<file path="src/rtl/user_code_loader_if.sv">
// user_code_loader_if
//   Write bus between the user-code loader and the user-code BRAM wrapper.
//   master (loader) : drives mem_ce, mem_we, mem_addr, mem_wr_data, mem_byte_sel
//                     and receives mem_ready.
//   slave (wrapper) : the mirror image; pulses mem_ready when a write completes.
interface user_code_loader_if;
  logic        mem_ce;        // chip enable, high for the whole write
  logic        mem_we;        // write enable, high together with mem_ce
  logic [31:0] mem_addr;      // byte address, word aligned
  logic [31:0] mem_wr_data;   // write data, 0 while no write is in flight
  logic [3:0]  mem_byte_sel;  // 4'hF during writes, 4'h0 otherwise
  logic        mem_ready;     // one-cycle write-complete pulse

  modport master (
    output mem_ce, mem_we, mem_addr, mem_wr_data, mem_byte_sel,
    input  mem_ready
  );

  modport slave (
    input  mem_ce, mem_we, mem_addr, mem_wr_data, mem_byte_sel,
    output mem_ready
  );
endinterface

</file>
<file path="src/rtl/user_code_loader.sv">
// user_code_loader
//   Parses a UART byte stream (4-byte little-endian word count followed by
//   that many little-endian 32-bit words) and writes each word into the
//   user-code BRAM through the wrapper's ce/we/ready handshake. Reports
//   progress, a running checksum and error status to the monitor.
//
// Ports
//   clk, rst        : clock, synchronous active-high reset
//   start, abort    : one-cycle pulses; abort wins over start
//   rx_valid/rx_data: received byte stream
//   mem             : BRAM wrapper write bus (master side)
//   busy, done      : load in progress / one-cycle completion pulse
//   error, err_code : sticky error flag and cause (1 length, 2 overrun, 3 timeout)
//   checksum        : sum mod 2^32 of the words written this load
//   words_written   : completed writes this load
module user_code_loader #(
  parameter logic [31:0] BASE_ADDR     = 32'h0000_0000,
  parameter int unsigned MAX_WORDS     = 16384,
  parameter int unsigned READY_TIMEOUT = 8
) (
  input  logic                clk,
  input  logic                rst,
  input  logic                start,
  input  logic                abort,
  input  logic                rx_valid,
  input  logic [7:0]          rx_data,
  user_code_loader_if.master  mem,
  output logic                busy,
  output logic                done,
  output logic                error,
  output logic [1:0]          err_code,
  output logic [31:0]         checksum,
  output logic [15:0]         words_written
);

  localparam int TW = $clog2(READY_TIMEOUT + 1);

  localparam logic [1:0] ERR_LENGTH  = 2'd1;
  localparam logic [1:0] ERR_OVERRUN = 2'd2;
  localparam logic [1:0] ERR_TIMEOUT = 2'd3;

  typedef enum logic [1:0] {IDLE, LEN, DATA, FINISH} parse_state_t;
  typedef enum logic [1:0] {W_IDLE, W_ACTIVE, W_GAP} write_state_t;

  parse_state_t  state;
  write_state_t  wstate;
  logic [1:0]    byte_cnt;
  logic [31:0]   length;
  logic [31:0]   asm_word;
  logic [31:0]   pend_word;
  logic [31:0]   pend_addr;
  logic          pending;
  logic [15:0]   word_index;
  logic [TW-1:0] timer;
  // Internal errors are flagged on one edge and torn down on the next, so
  // the bus drops one cycle after error rises.
  logic          kill_q;

  logic [31:0]   len_next;
  logic [31:0]   asm_next;
  logic          write_done;
  logic          pend_free;
  logic          all_words;

  // Bytes arrive LSB first, so each new byte enters at the top and the
  // register shifts down; after four bytes the first one sits in [7:0].
  assign len_next   = {rx_data, length[31:8]};
  assign asm_next   = {rx_data, asm_word[31:8]};
  assign write_done = (wstate == W_ACTIVE) && mem.mem_ready;
  // A word completing this cycle frees the slot for a word arriving now.
  assign pend_free  = !pending || write_done;
  assign all_words  = ({16'd0, word_index} == length);

  always_ff @(posedge clk) begin
    if (rst) begin
      state            <= IDLE;
      wstate           <= W_IDLE;
      byte_cnt         <= '0;
      length           <= '0;
      asm_word         <= '0;
      pend_word        <= '0;
      pend_addr        <= '0;
      pending          <= 1'b0;
      word_index       <= '0;
      timer            <= '0;
      kill_q           <= 1'b0;
      busy             <= 1'b0;
      done             <= 1'b0;
      error            <= 1'b0;
      err_code         <= '0;
      checksum         <= '0;
      words_written    <= '0;
      mem.mem_ce       <= 1'b0;
      mem.mem_we       <= 1'b0;
      mem.mem_addr     <= '0;
      mem.mem_wr_data  <= '0;
      mem.mem_byte_sel <= '0;
    end else if (abort || kill_q) begin
      // Tear down: discard the pending word and release the bus. error and
      // err_code keep whatever the failing path left in them.
      state            <= IDLE;
      wstate           <= W_IDLE;
      pending          <= 1'b0;
      kill_q           <= 1'b0;
      busy             <= 1'b0;
      done             <= 1'b0;
      mem.mem_ce       <= 1'b0;
      mem.mem_we       <= 1'b0;
      mem.mem_wr_data  <= '0;
      mem.mem_byte_sel <= '0;
    end else begin
      done <= 1'b0;

      // ---------------- write engine ----------------
      unique case (wstate)
        W_IDLE, W_GAP: begin
          // From W_GAP the bus has already been low for one cycle, so a
          // waiting word may be issued straight away.
          if (pending) begin
            mem.mem_ce       <= 1'b1;
            mem.mem_we       <= 1'b1;
            mem.mem_byte_sel <= 4'hF;
            mem.mem_addr     <= pend_addr;
            mem.mem_wr_data  <= pend_word;
            timer            <= '0;
            wstate           <= W_ACTIVE;
          end else begin
            wstate <= W_IDLE;
          end
        end
        W_ACTIVE: begin
          if (mem.mem_ready) begin
            pending          <= 1'b0;
            checksum         <= checksum + mem.mem_wr_data;
            words_written    <= words_written + 16'd1;
            mem.mem_ce       <= 1'b0;
            mem.mem_we       <= 1'b0;
            mem.mem_byte_sel <= 4'h0;
            mem.mem_wr_data  <= '0;
            wstate           <= W_GAP;
          end else if (timer == TW'(READY_TIMEOUT - 1)) begin
            error    <= 1'b1;
            err_code <= ERR_TIMEOUT;
            kill_q   <= 1'b1;
          end else begin
            timer <= timer + 1'b1;
          end
        end
        default: wstate <= W_IDLE;
      endcase

      // ---------------- parse FSM ----------------
      // NOTE: all state here is assigned non-blocking, so the parser below
      // sees pre-edge values, and when it sets pending on the same edge the
      // write engine clears it, the later assignment (set) is the one kept.
      unique case (state)
        IDLE: begin
          if (start) begin
            checksum      <= '0;
            words_written <= '0;
            error         <= 1'b0;
            err_code      <= '0;
            busy          <= 1'b1;
            byte_cnt      <= '0;
            word_index    <= '0;
            state         <= LEN;
          end
        end
        LEN: begin
          if (rx_valid) begin
            length   <= len_next;
            byte_cnt <= byte_cnt + 2'd1;
            if (byte_cnt == 2'd3) begin
              if (len_next == 32'd0) begin
                state <= FINISH;
              end else if (len_next > 32'(MAX_WORDS)) begin
                error    <= 1'b1;
                err_code <= ERR_LENGTH;
                busy     <= 1'b0;
                state    <= IDLE;
              end else begin
                state <= DATA;
              end
            end
          end
        end
        DATA: begin
          if (all_words) begin
            if (!pending && wstate == W_IDLE) state <= FINISH;
          end else if (rx_valid) begin
            asm_word <= asm_next;
            byte_cnt <= byte_cnt + 2'd1;
            if (byte_cnt == 2'd3) begin
              if (pend_free) begin
                pend_word  <= asm_next;
                pend_addr  <= BASE_ADDR + {14'd0, word_index, 2'b00};
                pending    <= 1'b1;
                word_index <= word_index + 16'd1;
              end else begin
                error    <= 1'b1;
                err_code <= ERR_OVERRUN;
                kill_q   <= 1'b1;
              end
            end
          end
        end
        FINISH: begin
          done  <= 1'b1;
          busy  <= 1'b0;
          state <= IDLE;
        end
        default: state <= IDLE;
      endcase
    end
  end

endmodule
</file>
<file path="src/flat_wrapper.sv">
// flat-port wrapper written by rule: the top's interface ports become plain ports
module user_code_loader_flat 
#(
  parameter logic [31:0] BASE_ADDR     = 32'h0000_0000,
  parameter int unsigned MAX_WORDS     = 16384,
  parameter int unsigned READY_TIMEOUT = 8
)
  (clk, rst, start, abort, rx_valid, rx_data, busy, done, error, err_code, checksum, words_written, mem_mem_ce, mem_mem_we, mem_mem_addr, mem_mem_wr_data, mem_mem_byte_sel, mem_mem_ready);
  user_code_loader_if mem_i ();
  input  logic clk;
  input  logic rst;
  input  logic start;
  input  logic abort;
  input  logic rx_valid;
  input  logic [7:0] rx_data;
  output logic busy;
  output logic done;
  output logic error;
  output logic [1:0] err_code;
  output logic [31:0] checksum;
  output logic [15:0] words_written;
  output wire logic [$bits(mem_i.mem_ce)-1:0] mem_mem_ce;
  output wire logic [$bits(mem_i.mem_we)-1:0] mem_mem_we;
  output wire logic [$bits(mem_i.mem_addr)-1:0] mem_mem_addr;
  output wire logic [$bits(mem_i.mem_wr_data)-1:0] mem_mem_wr_data;
  output wire logic [$bits(mem_i.mem_byte_sel)-1:0] mem_mem_byte_sel;
  input wire logic [$bits(mem_i.mem_ready)-1:0] mem_mem_ready;
  assign mem_mem_ce = mem_i.mem_ce;
  assign mem_mem_we = mem_i.mem_we;
  assign mem_mem_addr = mem_i.mem_addr;
  assign mem_mem_wr_data = mem_i.mem_wr_data;
  assign mem_mem_byte_sel = mem_i.mem_byte_sel;
  assign mem_i.mem_ready = mem_mem_ready;
  user_code_loader #(.BASE_ADDR(BASE_ADDR), .MAX_WORDS(MAX_WORDS), .READY_TIMEOUT(READY_TIMEOUT)) u_core (.clk(clk), .rst(rst), .start(start), .abort(abort), .rx_valid(rx_valid), .rx_data(rx_data), .mem(mem_i), .busy(busy), .done(done), .error(error), .err_code(err_code), .checksum(checksum), .words_written(words_written));
endmodule
</file>
<file path="config.mk">
export PLATFORM = sky130hd
export DESIGN_NAME = user_code_loader_flat
export DESIGN_NICKNAME = d
export VERILOG_FILES = /design/src/rtl/user_code_loader_if.sv /design/src/rtl/user_code_loader.sv /design/src/flat_wrapper.sv
export SDC_FILE = /design/constraint.sdc
export NUM_CORES = 1
export LEC_CHECK = 0
export ABC_AREA = 1
export CELL_PAD_IN_SITES_DETAIL_PLACEMENT = 0
export CELL_PAD_IN_SITES_GLOBAL_PLACEMENT = 1
export CORE_MARGIN = 5
export CORE_UTILIZATION = 41
export CTS_CLUSTER_SIZE = 14
export DETAILED_ROUTE_END_ITERATION = 6
export PLACE_DENSITY_LB_ADDON = 0.2
export REMOVE_ABC_BUFFERS = 1
export SYNTH_ARGS = -nofsm -noshare
export SYNTH_HDL_FRONTEND = slang
export SYNTH_SLANG_ARGS = --single-unit
export TNS_END_PERCENT = 30
</file>
<file path="constraint.sdc">
create_clock -name clk -period 2.8 [get_ports clk]
set_clock_uncertainty 0.05 [all_clocks]
set_input_delay 0.56 -clock clk [delete_from_list [all_inputs] [get_ports clk]]
set_output_delay 0.56 -clock clk [all_outputs]
set_load 0.02 [all_outputs]
</file>
Word level (Yosys, flattened, before mapping)
Cells that the tools add are included.
Word-level totals
  bits in registers: 246
  bits of input ports: 14
  output and inout port bits: 123
  word-level logic and storage cells: 166
Operators by class
  add/subtract/negate cells: 5
  $lt $le $gt $ge: 1
  eq/ne operators: 23
  mux-type cells: 90
  bitwise operators: 2
  reductions and logical operators: 24
Operators by type and width (count)
  $mux 32: 6
  $mux 16: 9
  $pmux 32 s2: 1
  $mux 2: 23
  $mux 1: 36
  $add 16x1->16 const B: 2
  $add 32x32->32: 1
  $eq 16x32->1: 1
  $gt 32x15->1 const B: 1
  $logic_not 32->1: 1
  $pmux 16 s2: 1
  $mux 4: 5
  $ne 2x2->1 const B: 8
  $pmux 4 s2: 2
  $ne 2x1->1 const B: 7
  $pmux 2 s3: 2
  $reduce_and 6->1: 2
  $reduce_and 5->1: 2
  $reduce_and 3->1: 3
  $eq 2x2->1 const B: 4
  $pmux 2 s4: 1
  $reduce_and 4->1: 2
  $reduce_and 7->1: 1
  $pmux 1 s3: 2
  other kinds (14): 22

Longest topological paths before layout
Gate-level depths: netlist of the first run.
  depth after elaboration: 9
  gate-level depth with buffers: 15
  depth with buffers taken out: 14

Worst setup path after synthesis of the first run
OpenSTA, ideal clock, no wires.
  kind: reg-to-reg
  from: reg u_core.mem.mem_wr_data[0]
  to: reg u_core.checksum[24]
  library setup time: 0.132 ns
  data arrival time: 1.828 ns
  data required time: 2.618 ns
  slack: 0.790 ns
  stages on the path, launching flop included: 15
  buffers on the path: 0
  clock period less this slack: 2.010 ns
  cell sequence: dfxtp_1 ha_1 fa_1 nand3_1 nand3_1 nand2_1 nand2_1 nand2_1 nand2_1 nand2_1 nand2_1 nand2_1 nand3_1 nand2_1 a21oi_1
On the way
  longest elaborated chain between the ends: 5
RTL lines
  start: declaration: line user_code_loader_if.sv:15  | output mem_ce, mem_we, mem_addr, mem_wr_data, mem_byte_sel,
  start signal: assignment: line user_code_loader.sv:124  | mem.mem_wr_data <= pend_word;
  $add 32x32->32 *: line user_code_loader.sv:134  | checksum <= checksum + mem.mem_wr_data;
  $mux 32 *: line user_code_loader.sv:132  | if (mem.mem_ready) begin
  $mux 32 *: line user_code_loader.sv:115  | unique case (wstate)
  $mux 32: line user_code_loader.sv:158  | if (start) begin
  $mux 32 *: line user_code_loader.sv:156  | unique case (state)
  end signal: assignment: line user_code_loader.sv:134
  end: declaration: line user_code_loader.sv:32  | output logic [31:0] checksum,
Every way passes the cells marked *; elsewhere a longest branch is shown, timed or not.
A chain may end at the register's enable or synchronous reset.

Worst setup path in the final report of the first run
  from: reg u_core.word_index[10]
  to: reg u_core.asm_word[9]
On the way
  longest elaborated chain between the ends: 3
RTL lines
  start: declaration: line user_code_loader.sv:53  | logic [15:0] word_index;
  start signal: assignment: line user_code_loader.sv:198  | word_index <= word_index + 16'd1;
  $eq 16x32->1: line user_code_loader.sv:72  | assign all_words = ({16'd0, word_index} == length);
  $not 1->1 (no line)
  $reduce_and 4->1 (no line)
  end signal: assignment: line user_code_loader.sv:191  | asm_word <= asm_next;
  end: declaration: line user_code_loader.sv:49  | logic [31:0] asm_word;
Every way passes these cells.

==> impl_metrics.yaml, run 1 <==
run_status:
  outcome: "finished, final reports clean"
layout:
  antenna_cells: 0
  final_common_cell: "nand2_1"
  area_growth_pct: 20.0
  fillers: 3071
  final_cell_mix: "nand2_1 (442), a21oi_1 (236), dfxtp_1 (234)"
  final_layout_size_suffix_gt1_frac: 0.0559
  fin_nets: 2002
detailed_routing:
  via_count: 12000
  wl_per_cell_um: 15.4
  antenna_left: 0
  via_per_inst: 5.08
  initialDrtViolationCount: 718
  dr.pass1.iters: 5
  wirelength_um: 36200
  drc: 0
clock_tree:
  cts_buffer_depth: 3
  ctsHoldBuffers: 0
  cts-buffers-inserted: 28
  cts_tree: "built"
  cts_setup_buffers: 0
  clock-sinks: 234
  h-tree-depth: 1
  clock_latency_ns: 0.56
  cts_resized: 0
  path_clk_slew_ns: 0.06
  cts_root_buf: "clkbuf_16"
worst_setup_path:
  cp_top_family: "simple AND/OR/NAND/NOR gates"
  cp-start-kind: "flop"
  critPathKind: "reg -> reg"
  end_kind: "flop"
  worstPathMaxFanout: 25
  crit_path_frequent_cell: "nand2_1"
  worstPathCellList: "xor2_1 -> nor2_1 -> nand2_1 -> nor2_1 -> nand3_1 -> nand2_1 -> inv_2 -> nand2_4 -> nand2_1 -> a21oi_1"
  cp.arrival_ns: 2.82
  cp_num_buf_inv: 1
  critPathSlowestCell: "dfxtp_1"
  critPathRequiredTime_ns: 3.18
  critical-path-max-stage-delay_ns: 0.55
floorplanning:
  ios: 137
  start_util: 0.418
  coreArea_mm2: 0.0299
  rows: 63
  die_w_um: 184
  die_area_mm2: 0.0340
  die_height_um: 184
global_route:
  grt_usage: 0.209
  grt_pass1_vias: 11200
  grt_antenna_before_repair: 0
  grt_max_degree: 104
  overflow: 0
  grt_pass1_wl_um: 59100
sta:
  maxSlewViolCount: 0
  timing.fmax_ghz: 0.409
  rsz0062_at_grt: "no"
  setup_violations: 0
  fin_hold_ws_ns: 0.286
  fin_crit_sh: 0.874
  setup_tns_ns: 0
  finalHoldViolCount: 0
  min_period_ns: 2.45
synth:
  netlist_instances: 1853
  async_reset_ff_frac: 0
  seq_area_frac_synth: 0.375
  avgSynthCellArea_um2: 6.74
  ys.warnings.count: 0
  synth_top_flop_cell: "dfxtp_1"
  ys_types: 45
  synth-edff-count: 0
  ys_ff_latch: 234
  synth_area_mm2: 0.0125
power:
  cellLeakagePower_nw: 5.91
  vdd_drop_max_uv: 609
  total_power_mw: 7.43
  p_per_area_mw_per_mm2: 497
min_path:
  hp-class: "in -> reg"
place:
  hpwl_um: 26900
  gp_congestion: 0.898
  port_buffers: 120
run:
  cap_violations: 0
[state kept, by name (all words and copies together) (netlist names), named ones only]
signal and count:
u_core.words_written 16, u_core.wstate 2, u_core.mem.mem_byte_sel 1, u_core.state 1
u_core.done 1, u_core.err_code 2, u_core.asm_word 24, u_core.timer 4
u_core.byte_cnt 2, u_core.pend_addr 16, u_core.checksum 32, u_core.mem.mem_addr 16
u_core.length 32, u_core.error 1, u_core.mem.mem_wr_data 32, u_core.pend_word 32
u_core.kill_q 1, u_core.word_index 16, u_core.busy 1, u_core.pending 1
[cell usage after synthesis, types with 2 or more instances]
master / count / area (um2)
nor2_1: 137 / 514
nand4_1: 50 / 313
nand3b_1: 4 / 30.0
a21oi_1: 236 / 1180
clkinv_1: 2 / 7.51
and2_1: 4 / 25.0
a211oi_1: 2 / 15.0
buf_4: 24 / 180
nor3b_1: 4 / 30.0
xnor2_1: 14 / 123
inv_1: 211 / 792
buf_1: 7 / 26.3
buf_2: 17 / 85.1
o21a_1: 22 / 165
dfxtp_1: 234 / 4680
nor2_2: 4 / 25.0
buf_6: 8 / 90.1
o21ai_1: 24 / 120
nand3_1: 175 / 876
clkbuf_1: 55 / 206
inv_2: 7 / 26.3
xor2_1: 17 / 149
o211ai_1: 6 / 45.0
o21bai_1: 2 / 15.0
nor3_1: 17 / 85.1
ha_1: 39 / 488
nor4_1: 3 / 18.8
o21ai_0: 69 / 345
nand2_1: 442 / 1660
nor2_4: 2 / 22.5
[layer usage]
metal  share of wire  routed length, um  vias to the layer above  GRT usage
met2            0.46              16800                      210      0.347
met5               0                  0                        -          0
met3           0.039               1410                       36     0.0235
li1                -                  -                     6200          -
met1            0.48              17500                     5530      0.299
met4           0.014                504                        0     0.0328
[logic make-up after synthesis]
logic type	after synthesis	synth area share
AO/OA/AOI/OAI	367	0.155
flip-flops	234	0.375
AND/OR/NAND/NOR	848	0.293
XOR/XNOR	31	0.0218
other	1	0.000300
buffers and inverters	332	0.114
adder cells (fa/ha/maj)	40	0.0407
[power by group]
group          leakage (nW)  switching (mW)  total, mW  internal [mW]
Clock                 0.472            1.43       3.66           2.23
Sequential             1.89          0.0159       3.36           3.35
Combinational          3.55           0.295      0.411          0.116
[cell type report]
class	count	area [um2]	share of cell area
Multi-Input combinational cell	1302	6440	0.430
Sequential cell	234	4680	0.313
Timing Repair Buffer	162	1580	0.105
Inverter	220	826	0.0552
Clock buffer	39	822	0.0549
Tap cell	390	488	0.0326
Clock inverter	10	134	0.00894
[stage by stage]
| stage | utilization | std cells | instance area (um2) | setup slack, ns |
|---|---|---|---|---|
| 2_1_floorplan | - | 1756 | 11900 | -2.01 |
| 3_3_place_gp | 0.469 | 2308 | 14000 | 0.301 |
| 3_5_place_dp | 0.469 | 2308 | 14000 | 0.234 |
| 4_1_cts | 0.501 | 2357 | 15000 | 0.374 |
| 5_1_grt | 0.501 | 2357 | 15000 | 0.137 |
| 6_report | 0.501 | 2357 | 15000 | 0.353 |
[final timing paths]
| kind | start | to | slack (ns) | cells past startpoint |
|---|---|---|---|---|
| worst min-delay path | rst | u_core.timer[1] | 0.29 | 2 |
| worst min register to register | u_core.pend_addr[11] | u_core.mem.mem_addr[11] | 0.39 | 2 |
| worst max register to register | u_core.word_index[10] | u_core.asm_word[9] | 0.35 | 10 |
| worst max-delay path | u_core.word_index[10] | u_core.asm_word[9] | 0.35 | 10 |
(Power assumes the default switching activity.)
==> inputs of run 2 (changes only) <==
- CTS_CLUSTER_SIZE: 14 -> not set
- PLACE_DENSITY: not set -> 0.81
- PLACE_DENSITY_LB_ADDON: 0.2 -> not set
==> run 2 against run 1 <==
Against the previous run:
- clock-buffer cell count shrank 1
- final area shrank 0.38%
- core utilization shrank 0.19 points
- critical path depth is the same
- largest power group unchanged
- clock power shrank 1%
- non-clock buffer count shrank 3
- sequential share of layout area grew 0.12 points
- largest cell class unchanged
- via count is essentially flat
- sequential power is essentially flat
- global-route usage grew 0.11 points
==> impl_metrics.yaml, run 2 (synthesized netlist as in run 1, its figures left out) <==
run_status:
  outcome: "finished, final reports clean"
clock_tree:
  cts_tree: "built"
  cts_root_buf: "clkbuf_16"
  h-tree-depth: 1
  clock_latency_ns: 0.55
  ctsHoldBuffers: 0
  cts_resized: 0
  cts_setup_buffers: 0
  clock-sinks: 234
  path_clk_slew_ns: 0.06
  cts_buffer_depth: 3
  cts-buffers-inserted: 26
layout:
  fin_area_mm2: 0.0149
  final_cell_mix: "nand2_1 (442), a21oi_1 (236), dfxtp_1 (234)"
  antenna_cells: 0
  fillers: 3064
  stdcell_count: 2352
  fin_nets: 1997
  area_growth_pct: 19.5
  final_layout_size_suffix_gt1_frac: 0.0545
  final_common_cell: "nand2_1"
sta:
  maxSlewViolCount: 0
  rsz0062_at_grt: "no"
  min_period_ns: 2.41
  timing.fmax_ghz: 0.416
  setup_tns_ns: 0
  setup_violations: 0
  slew_headroom: 0.604
  fin_hold_ws_ns: 0.371
  finalHoldViolCount: 0
  fin_crit_sh: 0.859
  worstMarginPinSlew_ns: 0.589
place:
  dp.cells: 2305
  hpwl_um: 26700
  port_buffers: 120
  placed_area_mm2: 0.0140
  gp_congestion: 0.893
min_path:
  hp-class: "in -> reg"
  holdCritStartpoint: "rst"
global_route:
  grt_usage: 0.210
  grtUsageMet1: 0.291
  grt_busiest_layer: "met2"
  met2_usage: 0.353
  grt_pass1_wl_um: 59100
  met3_usage: 0.0237
  grt_max_degree: 85
  grt_antenna_before_repair: 0
  grt_pass1_vias: 11200
  overflow: 0
floorplanning:
  die_height_um: 184
  coreArea_mm2: 0.0299
  die_area_mm2: 0.0340
  rows: 63
  start_util: 0.418
  die_w_um: 184
  ios: 137
worst_setup_path:
  critPathRequiredTime_ns: 3.22
  rr_startpoint: "u_core.word_index[0]"
  cp.arrival_ns: 2.83
  critPathSlowestCell: "dfxtp_1"
  worstPathCellList: "nor2_1 -> nor2_1 -> nand2_1 -> nor2_1 -> nand3_1 -> nand2_1 -> inv_2 -> nand2_4 -> nand2_1 -> a21oi_1"
  critPathKind: "reg -> reg"
  worstPathMaxFanout: 25
  cp-start-kind: "flop"
  critical-path-max-stage-delay_ns: 0.54
  worst-r2r-setup-slack_ns: 0.39
  end_kind: "flop"
  crit_start: "u_core.word_index[0]"
detailed_routing:
  via_per_inst: 5.09
  dr.pass1.iters: 5
  wirelength_um: 36200
  drc: 0
  antenna_left: 0
  via_count: 12000
  initialDrtViolationCount: 692
  wl_per_cell_um: 15.4
run:
  cap_violations: 0
power:
  vdd_drop_max_uv: 433
  p_per_area_mw_per_mm2: 496
  cellLeakagePower_nw: 5.88
-- run 2: cell types whose count changed in the layout (fill, tap and decap cells not counted) --
cell / previous run / this run
buf_12: 5 / 4
clkbuf_1: 3 / 1
clkbuf_8: 8 / 11
clkbuf_16: 28 / 26
inv_8: 1 / 0
clkinvlp_4: 1 / 2
clkinv_2: 5 / 3
buf_4: 38 / 36
clkinv_4: 0 / 1
-- run 2: path summary, 6_finish.rpt --
check,end,depth (start not counted)
min reg2reg,u_core.pend_word[7],2
min,u_core.length[27],2
max reg2reg,u_core.asm_word[15],10
max,u_core.asm_word[15],10
-- run 2: layout make-up --
type | instances | area [um2] | share of cell area
clock buffers | 38 | 806 | 0.0540
clock inverters | 9 | 129 | 0.00864
inverters | 220 | 826 | 0.0554
multi-input cells | 1302 | 6440 | 0.432
flip-flops and latches | 234 | 4680 | 0.314
well taps | 390 | 488 | 0.0327
repair buffers | 159 | 1540 | 0.103
-- run 2: worst max-delay path: cells and delay by family (launching register included) --
family	cells	cell delay, ns
compound gates	1	0.14
buf+inv	1	0.22
flops	1	0.54
simple gates	8	1.37
-- run 2: power by group --
| part | switching, mW | total [mW] | internal, mW |
|---|---|---|---|
| combinational | 0.295 | 0.411 | 0.116 |
| sequential | 0.0165 | 3.36 | 3.35 |
| clock | 1.44 | 3.62 | 2.18 |
| total | 1.75 | 7.39 | 5.65 |
-- run 2: routing by layer --
layer | vias up | wire (um) | part of all wire
met1 | 5468 | 17100 | 0.47
li1 | 6209 | - | -
met5 | - | 0 | 0
met3 | 51 | 1480 | 0.041
met4 | 0 | 768 | 0.021
met2 | 249 | 16900 | 0.47
-- run 2: stage by stage --
stage | util | worst slack (ns) | power [mW]
floorplan | - | -2.01 | 3.66
global placement | 0.468 | 0.369 | 3.84
detailed placement | 0.468 | 0.335 | 3.85
CTS | 0.499 | 0.379 | 7.48
global route | 0.499 | 0.0703 | 7.67
finish | 0.499 | 0.394 | 7.39
==> inputs of run 3 (changes only) <==
- GPL_ROUTABILITY_DRIVEN: not set -> 0
- HOLD_SLACK_MARGIN: not set -> 0.15
==> run 3 against run 2 <==
Against the previous run:
- final area shrank 0.14%
- sequential power is essentially flat
- first-iteration DRC count grew 11%
- clock power shrank 1%
- critical path type unchanged
- critical path depth grew 1
- clock-buffer cell count grew 1
- critical endpoint is now u_core.asm_word[25]
- fmax is essentially flat
- setup slack lost 0.0014 ns
- flip-flop and latch count is the same
==> impl_metrics.yaml, run 3 (synthesized netlist as in run 1, its figures left out) <==
global_route:
  overflow: 0
  grt_pass1_wl_um: 57200
  grt_usage: 0.203
  grt_pass1_vias: 11000
  grt_antenna_before_repair: 0
  grt_max_degree: 101
floorplanning:
  die_area_mm2: 0.0340
  die_height_um: 184
  ios: 137
  start_util: 0.418
  rows: 63
  die_w_um: 184
  coreArea_mm2: 0.0299
power:
  p_per_area_mw_per_mm2: 494
  cellLeakagePower_nw: 5.86
  p_seq_frac: 0.457
  p_switching_mw: 1.74
  sw_frac_of_total: 0.237
  clock_power_share: 0.486
  vdd_drop_max_uv: 578
  p_int_mw: 5.61
  pwr-share-comb: 0.056
detailed_routing:
  dr.pass1.iters: 5
  via_count: 11900
  wl_per_cell_um: 15.1
  via_per_inst: 5.07
  wirelength_um: 35600
  antenna_left: 0
  initialDrtViolationCount: 768
  drc: 0
worst_setup_path:
  cp_num_buf_inv: 1
  crit_path_frequent_cell: "nand2_1"
  cp-start-kind: "flop"
  worstPathMaxFanout: 25
  end_kind: "flop"
  cp_top_family: "simple AND/OR/NAND/NOR gates"
  critical-path-max-stage-delay_ns: 0.55
  critPathRequiredTime_ns: 3.16
  path_depth: 11
  critPathSlowestCell: "dfxtp_1"
  ff2ff_path_depth: 11
  critPathKind: "reg -> reg"
  worstPathCellList: "nand2_1 -> o21ai_1 -> nor2_1 -> nand2_1 -> nor2_1 -> nand3_1 -> nand2_1 -> inv_2 -> nand2_4 -> nand2_1 -> a21oi_1"
  cp.arrival_ns: 2.77
run_status:
  outcome: "finished, final reports clean"
layout:
  fin_nets: 1998
  final_util: 0.499
  final_cell_mix: "nand2_1 (442), a21oi_1 (236), dfxtp_1 (234)"
  final_layout_size_suffix_gt1_frac: 0.0535
  antenna_cells: 0
  final_common_cell: "nand2_1"
  area_growth_pct: 19.3
  fillers: 3068
clock_tree:
  clock_latency_ns: 0.55
  cts_tree: "built"
  h-tree-depth: 1
  cts-buffers-inserted: 27
  cts_setup_buffers: 0
  cts_buffer_depth: 3
  path_clk_slew_ns: 0.06
  cts_root_buf: "clkbuf_16"
  ctsHoldBuffers: 0
  clock-sinks: 234
  cts_resized: 0
sta:
  slew_headroom: 0.605
  worstMarginPinSlew_ns: 0.588
  fin_ws_ns: 0.393
  finalHoldViolCount: 0
  rsz0062_at_grt: "no"
  min_period_ns: 2.41
  maxSlewViolCount: 0
  fin_crit_sh: 0.860
  timing.fmax_ghz: 0.415
  setup_violations: 0
place:
  hpwl_um: 26200
  port_buffers: 120
  place_ws_ns: 0.208
min_path:
  hp-class: "in -> reg"
  holdPathStages: 2
run:
  cap_violations: 0
run 3: cell types whose count changed in the layout (fill, tap and decap cells not counted), sizes merged:
cell	before	now
clkinv	7	6
inv	218	219
clkbuf	38	39
clkinvlp	2	3
run 3: area by class of cell:
cell class	instances	area [um2]	area share
repair buffers	159	1540	0.103
well taps	390	488	0.0328
inverters	220	826	0.0554
multi-input cells	1302	6440	0.432
flip-flops and latches	234	4680	0.315
clock inverters	10	123	0.00823
clock buffers	39	791	0.0531
run 3: power groups by stage:
stage / registers (mW) / logic [mW] / clock network (mW)
floorplan: 3.43 / 0.225 / 0
global placement: 3.44 / 0.409 / 0
detailed placement: 3.44 / 0.413 / 0
CTS: 3.36 / 0.414 / 3.67
global route: 3.36 / 0.459 / 3.81
finish: 3.36 / 0.413 / 3.58
run 3: worst paths after layout:
path	slack [ns]	from	to
worst max-delay path	0.39	u_core.word_index[0]	u_core.asm_word[25]
worst min-delay path	0.28	rst	u_core.asm_word[8]
worst max register to register	0.39	u_core.word_index[0]	u_core.asm_word[25]
worst min register to register	0.40	u_core.pend_word[2]	u_core.pend_word[2]
run 3: worst reg2reg max path, cell delays in order, from the launching register on:
cell     delay, ns
dfxtp_1       0.55
nand2_1       0.10
o21ai_1       0.09
nor2_1        0.05
nand2_1       0.06
nor2_1        0.06
nand3_1       0.31
nand2_1       0.17
inv_2         0.37
nand2_4       0.27
nand2_1       0.13
a21oi_1       0.06
run 3: through the flow:
stage	std cells	power [mW]	cell area, um2	TNS (ns)	hold slack, ns
floorplan	1756	3.66	11900	-171.60	0.376
global placement	2305	3.85	14000	0	0.387
detailed placement	2305	3.85	14000	0	0.389
CTS	2354	7.45	14900	0	0.258
global route	2354	7.63	14900	0	0.277
finish	2354	7.35	14900	0	0.280
run 3: per-layer routing:
layer  global-route usage  share of wire
met1                0.286           0.48
met2                0.331           0.45
met3               0.0233          0.049
met4               0.0526          0.024
met5                    0              0
